**src/rtl/byte8_word32_pkg.sv**
```systemverilog
// Shared constants, state type and byte-lane helpers for the 8-bit to
// 32-bit word deserializer.
package byte8_word32_pkg;

  localparam int WORD_BYTES = 4;
  localparam int BYTE_W     = 8;
  localparam int WORD_W     = WORD_BYTES * BYTE_W;
  localparam int HELD_W     = (WORD_BYTES - 1) * BYTE_W;
  localparam int CNT_W      = 2;
  localparam int HOLD_W     = 4;

  typedef enum logic {
    IDLE    = 1'b0,
    COLLECT = 1'b1
  } state_t;

  // Pushes a byte into the partial-word register. MSB-first shifts left so
  // the oldest byte ends up highest; LSB-first shifts right so it ends up lowest.
  function automatic logic [HELD_W-1:0] shift_byte(
    input logic [HELD_W-1:0] held,
    input logic [BYTE_W-1:0] b,
    input bit                msb_first
  );
    if (msb_first) return {held[HELD_W-BYTE_W-1:0], b};
    else           return {b, held[HELD_W-1:BYTE_W]};
  endfunction

  // Combines the three held bytes with the fourth byte arriving this cycle.
  function automatic logic [WORD_W-1:0] assemble_word(
    input logic [HELD_W-1:0] held,
    input logic [BYTE_W-1:0] last,
    input bit                msb_first
  );
    if (msb_first) return {held, last};
    else           return {last, held};
  endfunction

endpackage

```
**src/rtl/byte8_word32.sv**
```systemverilog
// Rebuilds 32-bit words from four consecutive valid bytes on the 8-bit lane,
// holds valid_out for HOLD_CYCLES after each word and flags dropped partials.
module byte8_word32
  import byte8_word32_pkg::*;
#(
  parameter int MSB_FIRST   = 1,
  parameter int HOLD_CYCLES = 4
) (
  input  logic              clk_4f,
  input  logic              reset,
  input  logic              valid_in,
  input  logic [BYTE_W-1:0] Data_in,
  output logic              valid_out,
  output logic [WORD_W-1:0] Data_out,
  output logic              drop_err
);

  localparam bit                MSB_SEL   = (MSB_FIRST != 0);
  localparam logic [HOLD_W-1:0] HOLD_LOAD = HOLD_W'(HOLD_CYCLES - 1);
  localparam logic [CNT_W-1:0]  LAST_CNT  = CNT_W'(WORD_BYTES - 1);

  state_t              state_q;
  state_t              state_d;
  logic [CNT_W-1:0]    cnt_q;
  logic [HELD_W-1:0]   held_q;
  logic [HOLD_W-1:0]   hold_q;

  logic                word_done;
  logic                drop;

  always_comb begin
    state_d   = state_q;
    word_done = 1'b0;
    drop      = 1'b0;
    unique case (state_q)
      IDLE: begin
        if (valid_in) state_d = COLLECT;
      end
      COLLECT: begin
        if (!valid_in) begin
          state_d = IDLE;
          drop    = 1'b1;
        end else if (cnt_q == LAST_CNT) begin
          state_d   = IDLE;
          word_done = 1'b1;
        end
      end
      default: state_d = IDLE;
    endcase
  end

  // ---- assembly stage: FSM state, byte count and partial-word register ----
  always_ff @(posedge clk_4f) begin
    if (reset) begin
      state_q <= IDLE;
      cnt_q   <= '0;
      held_q  <= '0;
    end else begin
      state_q <= state_d;
      if (word_done || !valid_in) begin
        cnt_q  <= '0;
        held_q <= '0;
      end else begin
        cnt_q  <= cnt_q + CNT_W'(1);
        held_q <= shift_byte(held_q, Data_in, MSB_SEL);
      end
    end
  end

  // ---- output stage: word register, valid hold window, drop flag ----
  always_ff @(posedge clk_4f) begin
    if (reset) begin
      Data_out  <= '0;
      valid_out <= 1'b0;
      hold_q    <= '0;
      drop_err  <= 1'b0;
    end else begin
      drop_err <= drop;
      if (word_done) begin
        Data_out  <= assemble_word(held_q, Data_in, MSB_SEL);
        valid_out <= 1'b1;
        hold_q    <= HOLD_LOAD;
      end else if (valid_out) begin
        if (hold_q == '0) valid_out <= 1'b0;
        else              hold_q    <= hold_q - HOLD_W'(1);
      end
    end
  end

endmodule
```
**config.mk**
```make
export PLATFORM = sky130hd
export DESIGN_NAME = byte8_word32
export DESIGN_NICKNAME = d
export VERILOG_FILES = /design/src/rtl/byte8_word32_pkg.sv /design/src/rtl/byte8_word32.sv
export SDC_FILE = /design/constraint.sdc
export NUM_CORES = 1
export LEC_CHECK = 0
export CORE_ASPECT_RATIO = 0.5
export CORE_UTILIZATION = 45
export CTS_CLUSTER_SIZE = 40
export DETAILED_ROUTE_END_ITERATION = 10
export PLACE_DENSITY = 0.69
export SLEW_MARGIN = 10
export SYNTH_ARGS = -nofsm -noshare
export SYNTH_HDL_FRONTEND = slang
export SYNTH_SLANG_ARGS = --single-unit
```
**constraint.sdc**
```tcl
create_clock -name clk_4f -period 3.24 [get_ports clk_4f]
set_input_delay 0.486 -clock clk_4f [delete_from_list [all_inputs] [get_ports clk_4f]]
set_output_delay 0.486 -clock clk_4f [all_outputs]
set_load 0.1 [all_outputs]
```
---- Yosys cells after proc, flatten, opt, wreduce, memory -nomap -nowiden ----
Cells that the tools add are included.
word-level totals
  flip-flop bits (word level) ............. 65
  latch bits .............................. 0
  RAM bits ................................ 0
  memory bits (read-only) ................. 0
  output and inout port bits .............. 34
  logic and storage cells ................. 37
  memories kept ........................... 0
cells by class
  add/subtract/negate cells ............... 2
  $mul .................................... 0
  div/mod/pow operators ................... 0
  magnitude comparators ................... 0
  eq/ne operators ......................... 2
  shifts and indexed selects .............. 0
  muxes and demuxes ....................... 14
  bitwise logic cells ..................... 2
  reductions and logical operators ........ 9
operators by type and width
  kind                   count
  $mux W1                10
  $mux W2                3
  $reduce_or A2 Y1       3
  $logic_not A4 Y1       1
  $reduce_and A2 Y1      2
  $sub A4 B1 Y4 const B  1
  $add A2 B1 Y2 const B  1
  $eq A2 B2 Y1 const B   1
  $ne A2 B2 Y1 const B   1
  $not A1 Y1             2
  $pmux W1 S2            1
  $reduce_bool A2 Y1     1
  $logic_not A1 Y1       1
  $logic_or A1 B1 Y1     1

---- Longest topological paths before layout ----
Gate-level depths: netlist of run 1.
  word-level depth ........................ 6
  depth in mapped cells ................... 6
  gate-level depth less buffers ........... 5

---- Worst setup path before layout of run 1 ----
Ideal clock, no wire load.
  path type ............................... register to register
  start ................................... register valid_out
  end ..................................... register hold_q[3]
  setup time .............................. 133 ps
  arrival time ............................ 1,639 ps
  slack ................................... 1,468 ps
  cell stages (with the launch flop) ...... 4
  buffers on the path ..................... 0
  clock period less this slack ............ 1,772 ps
  cell sequence ........................... dfxtp_1 nor4b_1 mux2i_1 nor3_1
on the way
  word-level cells in the longest chain between the ends .. 1
RTL lines
  what                                line                source
  from (decl)                         byte8_word32.sv:13  output logic valid_out,
  from (signal assigned)              byte8_word32.sv:74  valid_out <= 1'b0;
  from (signal assigned)              byte8_word32.sv:81  valid_out <= 1'b1;
  from (signal assigned)              byte8_word32.sv:84  if (hold_q == '0) valid_out <= 1'b0;
  $reduce_and A2 Y1 (no source line)  n/a
  to (signal assigned)                byte8_word32.sv:85  else hold_q <= hold_q - HOLD_W'(1);
  to (decl)                           byte8_word32.sv:26  logic [HOLD_W-1:0] hold_q;
Every way passes these cells.
A chain may end at the register's enable or synchronous reset.

---- Worst setup path after layout of run 1 ----
  start ................................... register Data_out[15]
  end ..................................... output port Data_out[15]
RTL lines
  what                    line                source
  from (decl)             byte8_word32.sv:14  output logic [WORD_W-1:0] Data_out,
  from (signal assigned)  byte8_word32.sv:80  Data_out <= assemble_word(held_q, Data_in, MSB_SEL);
No word-level cell between the ends.

==> results of run 1 <==
## per-stage QoR
stage / instances / utilization / worst slack, ps / hold slack [ps] / power [W]
floorplan: 225 / - / 1470 / 398 / 0.000848
global placement: 317 / 0.582 / 1050 / 409 / 0.000869
detailed placement: 317 / 0.582 / 966 / 416 / 0.000869
CTS: 333 / 0.625 / 923 / 425 / 0.00152
global route: 333 / 0.625 / 894 / 433 / 0.00156
finish: 333 / 0.625 / 946 / 422 / 0.00151
## cell usage in the layout (no fill, tap or decap), drive strengths merged, types with 3 or more instances in the layout
cell           count
clkbuf            13
a21oi             34
buf                6
inv                3
clkdlybuf4s50     42
nand2             66
dfxtp             65
and2              25
## metal layers
metal / global-route usage / up-vias / part of all wire
met1: 0.213 / 719 / 0.50
met5: 0 / - / 0
met2: 0.293 / 33 / 0.44
li1: - / 819 / -
met4: 0.0970 / 0 / 0.012
met3: 0.0669 / 4 / 0.047
## final timing paths
check / from / end / slack, ps / cells after the start
hold reg to reg: cnt_q[0]$_SDFF_PP0_ / cnt_q[0]$_SDFF_PP0_ / 420 / 1
hold / removal: cnt_q[0]$_SDFF_PP0_ / cnt_q[0]$_SDFF_PP0_ / 420 / 1
setup / recovery: Data_out[15]$_SDFFE_PP0P_ / Data_out[15] / 950 / 1
setup reg to reg: cnt_q[0]$_SDFF_PP0_ / Data_out[25]$_SDFFE_PP0P_ / 1490 / 5
## cell usage after synthesis, drive strengths merged (2+ instances only)
| cell | n | area, sq um |
|---|---|---|
| nand2 | 66 | 248 |
| dfxtp | 65 | 1300 |
| a21oi | 34 | 170 |
| and2 | 25 | 156 |
| buf | 7 | 33.8 |
| clkbuf | 6 | 22.5 |
| inv | 3 | 11.3 |
| a211oi | 2 | 20.0 |
| a311oi | 2 | 23.8 |
| ha | 2 | 25.0 |
| nor2 | 2 | 7.51 |
| nor3 | 2 | 10.0 |
## report_power, final
group | switching [W] | internal (W)
clock network | 0.000283 | 0.000375
registers | 0.00000388 | 0.000808
logic | 0.0000215 | 0.0000182
total | 0.000308 | 0.00120
## state kept, by name, summed over array words and instances, names as in the netlist
name       flops
Data_out      32
cnt_q          2
drop_err       1
held_q        24
hold_q         4
state_q        1
valid_out      1
## logic make-up (layout without fill, tap and decap cells)
family | count (synthesis) | in the layout | share of synthesized area
fa+ha+maj | 2 | 2 | 0.0119
flops | 65 | 65 | 0.618
buf+inv | 16 | 67 | 0.0321
compound gates | 38 | 38 | 0.102
mux | 1 | 1 | 0.00475
simple gates | 103 | 103 | 0.232
## final cells by class
| cell class | instances | area [sq um] |
|---|---|---|
| Fill cell | 380 | 1670 |
| Tap cell | 57 | 71.3 |
| Clock buffer | 13 | 149 |
| Clock inverter | 3 | 40.0 |
| Sequential cell | 65 | 1300 |
| Inverter | 3 | 11.3 |
| Timing Repair Buffer | 48 | 465 |
| Multi-Input combinational cell | 144 | 738 |
==> flow_summary.json, run 1 <==
{
  "cp_data_required_time_ps": 2750,
  "die_width_microns": 98.8,
  "yosysUniqueCellTypes": 24,
  "tritoncts": "done",
  "worstPathCellList": "clkdlybuf4s50_1",
  "cp_data_arrival_time_ps": 1810,
  "area_growth_pct": 31.8,
  "gp_congestion": 0.706,
  "rsz0062_at_grt": "false",
  "crit_fanout": 2,
  "slew_viol_final": 0,
  "yosysWarnings": 0,
  "post_cts_buffers": 0,
  "ctsHoldBuffers": 0,
  "maxCapViolations": 0,
  "synth_area_per_cell_sq_um": 9.36,
  "slowest_delay_ps": 1150,
  "hold_viol": 0,
  "min_period_ps": 2290,
  "syn_nets": 238,
  "fmax_ghz": 0.436,
  "clock_skew_ps": 7.28,
  "grt_pass1_wl_mm": 6.69,
  "rows": 17,
  "async_flop_share": 0,
  "drtIter0Drc": 60,
  "cts_sinks": 65,
  "status": "completed",
  "die_h_microns": 50.4,
  "antenna_found_initial": 0,
  "ios": 45,
  "first_pass_iters": 4,
  "avgViaCountPerCell": 4.73,
  "synth_seq_cells": 65,
  "cts_root_buf": "clkbuf_8",
  "antenna_left": 0,
  "hp-class": "reg2reg",
  "cts_htree_levels": 3,
  "insertion_delay_ps": 330,
  "cts_buffers": 9,
  "fin_crit_sh": 0.708,
  "crit_slowest_cell": "clkdlybuf4s50_1",
  "groute.usage.overall": 0.181,
  "ys_seq_area_frac": 0.618,
  "gr-total-overflow": 0,
  "postCtsResizedCells": 0,
  "ir_drop_mv": 0.307,
  "post-dp-hpwl_mm": 2.69,
  "drt-total-wl_mm": 4.07,
  "port-buffer-count": 44,
  "leakage_nw": 1.00,
  "synth-edff-count": 0,
  "cp-end-kind": "output pin",
  "grt_max_degree": 33,
  "drc": 0,
  "grt_pass1_vias": 1529,
  "worstMarginPinSlew_ps": 992,
  "vias": 1575,
  "synth_area_sq_mm": 0.00211,
  "fin_area_sq_mm": 0.00278,
  "path_class": "reg2out",
  "setup_tns_ps": 0,
  "cts.path.max_buffers": 2,
  "syn_inst": 225,
  "dieArea_sq_mm": 0.00498,
  "clkTransAtPathRegs_ps": 70,
  "setup_viol": 0,
  "layout-drive-gt1-share": 0.0870,
  "synthFlopType": "dfxtp_1",
  "critPathTopFamily": "buffers and inverters",
  "wire_per_inst_microns": 12.2,
  "design.core.area_sq_mm": 0.00445,
  "initial_core_util": 0.474,
  "p_per_area_mw_per_mm2": 544,
  "n_antenna_cell": 0,
  "start_kind": "register",
  "nNetsFinal": 284,
  "place_area_sq_mm": 0.00259,
  "relSlewSlack": 0.337,
  "cp_num_buf_inv": 1
}
Power figures use the tool's default switching activity.
==> run 2: changes to the inputs <==
Settings changed: CORE_UTILIZATION 45 to 44, PLACE_DENSITY 0.69 to 0.7.
Clock period 3.24 ns to 2.1 ns, I/O delays scaled along.
==> flow_summary.json, run 2 (synthesis results as in run 1) <==
{
  "status": "completed",
  "grt_pass1_vias": 1361,
  "top_layer": "met4",
  "r2r-start": "hold_q[0]$_SDFFE_PP0P_",
  "area_growth_pct": 29.3,
  "layout-drive-gt1-share": 0.219,
  "avgViaCountPerCell": 4.54,
  "start_kind": "register",
  "design.core.area_sq_mm": 0.00449,
  "drc": 0,
  "wl_met2_mm": 1.62,
  "largest_reg_flops": 32,
  "leakage_nw": 1.07,
  "post_cts_buffers": 0,
  "pwr-share-clk": 0.419,
  "comb_power_share": 0.027,
  "multi_input_area_sq_um": 738,
  "first_pass_iters": 4,
  "clkTransAtPathRegs_ps": 70,
  "min_period_ps": 1550,
  "switching_power_w": 0.000496,
  "worst-r2r-setup-slack_ps": 550,
  "nNetsFinal": 287,
  "met1_length_mm": 1.98,
  "postCtsResizedCells": 0,
  "vias": 1568,
  "gr-total-overflow": 0,
  "regMostFlops": "Data_out",
  "cts_htree_levels": 3,
  "post-dp-hpwl_mm": 2.65,
  "reg_top3": "Data_out: 32 flops, held_q: 24 flops, hold_q: 4 flops",
  "maxCapViolations": 0,
  "seqPwrFrac": 0.554,
  "die_width_microns": 99.9,
  "path_class": "reg2reg",
  "min_path_cells": 1,
  "cts.path.max_buffers": 2,
  "p_per_area_mw_per_mm2": 830,
  "rows": 17,
  "crit_fanout": 4,
  "clock_skew_ps": 7.35,
  "cp_data_arrival_time_ps": 1810,
  "p_sw_frac": 0.219,
  "grt_pass1_wl_mm": 6.30,
  "slew_viol_final": 0,
  "wire_per_inst_microns": 11.3,
  "hold_end": "cnt_q[0]$_SDFF_PP0_",
  "drt-total-wl_mm": 3.91,
  "hp-class": "reg2reg",
  "setup_tns_ps": 0,
  "place_area_sq_mm": 0.00254,
  "cp-end-kind": "register",
  "port-buffer-count": 44,
  "final_cell_mix": "66 x nand2_1, 65 x dfxtp_1, 41 x buf_4, 34 x a21oi_1, 25 x and2_1",
  "hold_viol": 0,
  "rsz0062_at_grt": "false",
  "cts_sinks": 65,
  "crit_slowest_cell": "or3b_4",
  "insertion_delay_ps": 340,
  "fin_area_sq_mm": 0.00272,
  "grt_max_degree": 28,
  "worstPathCellList": "inv_1, ha_1, or3b_4, and4_4, a311oi_2",
  "fmax_ghz": 0.646,
  "ios": 45,
  "ctsHoldBuffers": 0,
  "tritoncts": "done",
  "slowest_delay_ps": 420,
  "cp_data_required_time_ps": 2360,
  "final_common_cell": "nand2_1",
  "groute.usage.overall": 0.171,
  "reg2regPathDepth": 5,
  "gp_congestion": 0.724,
  "fin_crit_sh": 0.737,
  "cts_root_buf": "clkbuf_8",
  "dieArea_sq_mm": 0.00509,
  "relSlewSlack": 0.779,
  "initial_core_util": 0.469,
  "crit-reg2reg-capture": "hold_q[1]$_SDFFE_PP0P_",
  "ir_drop_mv": 0.383,
  "seq_area_sq_mm": 0.00130,
  "die_h_microns": 50.9,
  "fillers": 393,
  "antenna_found_initial": 0,
  "cts_buffers": 9,
  "internal_power_w": 0.00177,
  "met3_length_microns": 264,
  "worstMarginPinSlew_ps": 327,
  "n_antenna_cell": 0,
  "drtIter0Drc": 44,
  "setup_viol": 0,
  "hp-start": "cnt_q[0]$_SDFF_PP0_",
  "antenna_left": 0
}
-- run 2: changes by cell type in the layout (fill, tap and decap cells not counted), sizes merged --
| cell | before | now |
|---|---|---|
| buf | 6 | 41 |
| clkdlybuf4s50 | 42 | 10 |
| clkinvlp | 0 | 3 |
| bufinv | 1 | 0 |
| clkbuf | 13 | 12 |
| clkinv | 2 | 1 |
-- run 2: layer usage --
layer | GRT usage | up-vias
li1 | - | 827
met1 | 0.209 | 697
met2 | 0.249 | 38
met3 | 0.0985 | 6
met4 | 0.0662 | 0
met5 | 0 | -
-- run 2: how the worst max path moves through the flow --
stage,start,end
floorplan,valid_out$_SDFF_PP0_,hold_q[3]$_SDFFE_PP0P_
detailed placement,valid_in,Data_out[12]$_SDFFE_PP0P_
global placement,valid_in,Data_out[5]$_SDFFE_PP0P_
CTS,hold_q[0]$_SDFFE_PP0P_,hold_q[1]$_SDFFE_PP0P_
global route,cnt_q[0]$_SDFF_PP0_,Data_out[12]$_SDFFE_PP0P_
finish,hold_q[0]$_SDFFE_PP0P_,hold_q[1]$_SDFFE_PP0P_
-- run 2: layout make-up --
cell class,instances,area share
sequential,65,0.478
multi-input combinational,144,0.271
timing repair buffer,51,0.150
clock buffer,12,0.0570
tap,66,0.0303
clock inverter,4,0.0101
inverter,3,0.00413
-- run 2: power groups by stage --
stage           logic, W  clock network, W  registers, W
2_1_floorplan  0.0000251                 0       0.00128
3_3_place_gp   0.0000610                 0       0.00128
3_5_place_dp   0.0000621                 0       0.00128
4_1_cts        0.0000622          0.000981       0.00125
5_1_grt        0.0000672           0.00103       0.00125
6_report       0.0000617          0.000948       0.00125
-- run 2: critical path, delay by kind of cell (launching register included) --
| family | cells | cell delay, ps |
|---|---|---|
| flops | 1 | 330 |
| simple gates | 2 | 620 |
| compound gates | 1 | 220 |
| fa+ha+maj | 1 | 200 |
| buf+inv | 1 | 90 |
-- run 2: through the flow --
| step | util | hold WS [ps] | cells | power [W] | setup WS [ps] |
|---|---|---|---|---|---|
| 4_1_cts | 0.607 | 424 | 345 | 0.00229 | 559 |
| 3_3_place_gp | 0.566 | 407 | 329 | 0.00134 | 370 |
| 6_report | 0.607 | 419 | 345 | 0.00226 | 552 |
| 2_1_floorplan | - | 391 | 225 | 0.00131 | 328 |
| 5_1_grt | 0.607 | 443 | 345 | 0.00235 | 477 |
| 3_5_place_dp | 0.566 | 413 | 329 | 0.00134 | 341 |
==> run 3: changes to the inputs <==
Settings changed: CORE_UTILIZATION 44 to 45, PLACE_DENSITY 0.7 to 0.69.
Clock period 2.1 ns to 1.5 ns, I/O delays scaled along.
==> flow_summary.json, run 3 (synthesis results as in run 1) <==
{
  "p_per_area_mw_per_mm2": 1160,
  "first_pass_iters": 4,
  "reg_top3": "Data_out: 32 flops, held_q: 24 flops, hold_q: 4 flops",
  "vias": 1615,
  "port-buffer-count": 44,
  "insertion_delay_ps": 340,
  "min_period_ps": 1440,
  "hp-start": "cnt_q[0]$_SDFF_PP0_",
  "regMostFlops": "Data_out",
  "antenna_found_initial": 0,
  "relSlewSlack": 0.750,
  "cp_data_arrival_time_ps": 1700,
  "ctsHoldBuffers": 0,
  "gp_congestion": 0.796,
  "nNetsFinal": 290,
  "grt_pass1_vias": 1538,
  "ir_drop_mv": 0.890,
  "setup_tns_ps": 0,
  "hold_viol": 0,
  "cts_sinks": 65,
  "avgViaCountPerCell": 4.76,
  "tritoncts": "done",
  "setup_viol": 0,
  "leakage_nw": 1.23,
  "cp-end-kind": "register",
  "cts.path.max_buffers": 2,
  "clkTransAtPathRegs_ps": 70,
  "worst-r2r-setup-slack_ps": 60,
  "r2r-start": "hold_q[0]$_SDFFE_PP0P_",
  "groute.usage.overall": 0.189,
  "ios": 45,
  "slew_viol_final": 0,
  "drt-total-wl_mm": 4.27,
  "crit-reg2reg-capture": "hold_q[1]$_SDFFE_PP0P_",
  "grt_max_degree": 28,
  "grt_pass1_wl_mm": 6.98,
  "rows": 17,
  "area_growth_pct": 54.9,
  "cp_data_required_time_ps": 1760,
  "hp-class": "reg2reg",
  "post-dp-hpwl_mm": 2.96,
  "final_cell_mix": "66 x nand2_1, 63 x dfxtp_1, 34 x a21oi_1, 34 x buf_12, 25 x and2_1",
  "min_path_cells": 1,
  "die_h_microns": 50.4,
  "design.core.area_sq_mm": 0.00445,
  "crit_fanout": 4,
  "hold_end": "cnt_q[0]$_SDFF_PP0_",
  "maxCapViolations": 0,
  "dieArea_sq_mm": 0.00498,
  "fmax_ghz": 0.693,
  "layout-drive-gt1-share": 0.252,
  "fin_area_sq_mm": 0.00326,
  "wire_per_inst_microns": 12.6,
  "drc": 0,
  "die_width_microns": 98.8,
  "cts_htree_levels": 3,
  "n_antenna_cell": 0,
  "gr-total-overflow": 0,
  "cts_root_buf": "clkbuf_8",
  "initial_core_util": 0.474,
  "clock_skew_ps": 6.69,
  "place_area_sq_mm": 0.00298,
  "reg2regPathDepth": 5,
  "fin_crit_sh": 0.962,
  "final_common_cell": "nand2_1",
  "antenna_left": 0,
  "start_kind": "register",
  "cts_buffers": 9,
  "drtIter0Drc": 69,
  "rsz0062_at_grt": "false",
  "largest_reg_flops": 32,
  "post_cts_buffers": 0,
  "status": "completed",
  "path_class": "reg2reg",
  "worstMarginPinSlew_ps": 370
}
run 3: timing repair:
item | CTS | global route
resized for setup | 3 | 3
endpoints found under the setup margin | 1 | 2
pin swaps | 1 | 0
run 3: stage by stage:
stage          total power [W]   util  instances  hold WS (ps)  setup slack, ps
2_1_floorplan          0.00183      -        225           301             75.4
3_3_place_gp           0.00188  0.670        323           409             28.7
3_5_place_dp           0.00188  0.670        323           422            -49.1
4_1_cts                0.00384  0.731        339           433             2.20
5_1_grt                0.00391  0.734        339           451             13.8
6_report               0.00380  0.734        339           437             57.7
run 3: critical path: stages (launching register included):
cell and delay [ps]:
dfxtp_2 340, inv_2 70, ha_4 140, or3b_4 400
and4_4 200, a311oi_2 210
run 3: metal layers:
layer  global-route usage  routed length [microns]
met1                0.219                     2000
met5                    0                        0
met3               0.0808                      237
met4               0.0821                       27
met2                0.311                     2000
run 3: area by class of cell:
cell class                      count  area (sq um)
Inverter                            3          11.3
Timing Repair Buffer               54           856
Clock inverter                      7           143
Clock buffer                        9           124
Fill cell                         309          1180
Sequential cell                    65          1300
Multi-Input combinational cell    144           756
Tap cell                           57          71.3
run 3: worst max-delay path by stage:
stage                           start                         to  slack [ps]  depth (start not counted)
4_1_cts        hold_q[0]$_SDFFE_PP0P_     hold_q[1]$_SDFFE_PP0P_           2                          5
6_report       hold_q[0]$_SDFFE_PP0P_     hold_q[1]$_SDFFE_PP0P_          60                          5
5_1_grt        hold_q[1]$_SDFFE_PP0P_     hold_q[1]$_SDFFE_PP0P_          10                          5
2_1_floorplan    valid_out$_SDFF_PP0_     hold_q[3]$_SDFFE_PP0P_          80                          3
3_5_place_dp                 valid_in  Data_out[20]$_SDFFE_PP0P_         -50                          5
3_3_place_gp                 valid_in   Data_out[6]$_SDFFE_PP0P_          30                          5
run 3: power breakdown:
group	leakage, nW	switching [W]	total [W]	internal, W
Combinational	0.566	0.0000478	0.0000932	0.0000454
Sequential	0.527	0.00000988	0.00175	0.00174
Clock	0.133	0.000678	0.00195	0.00127
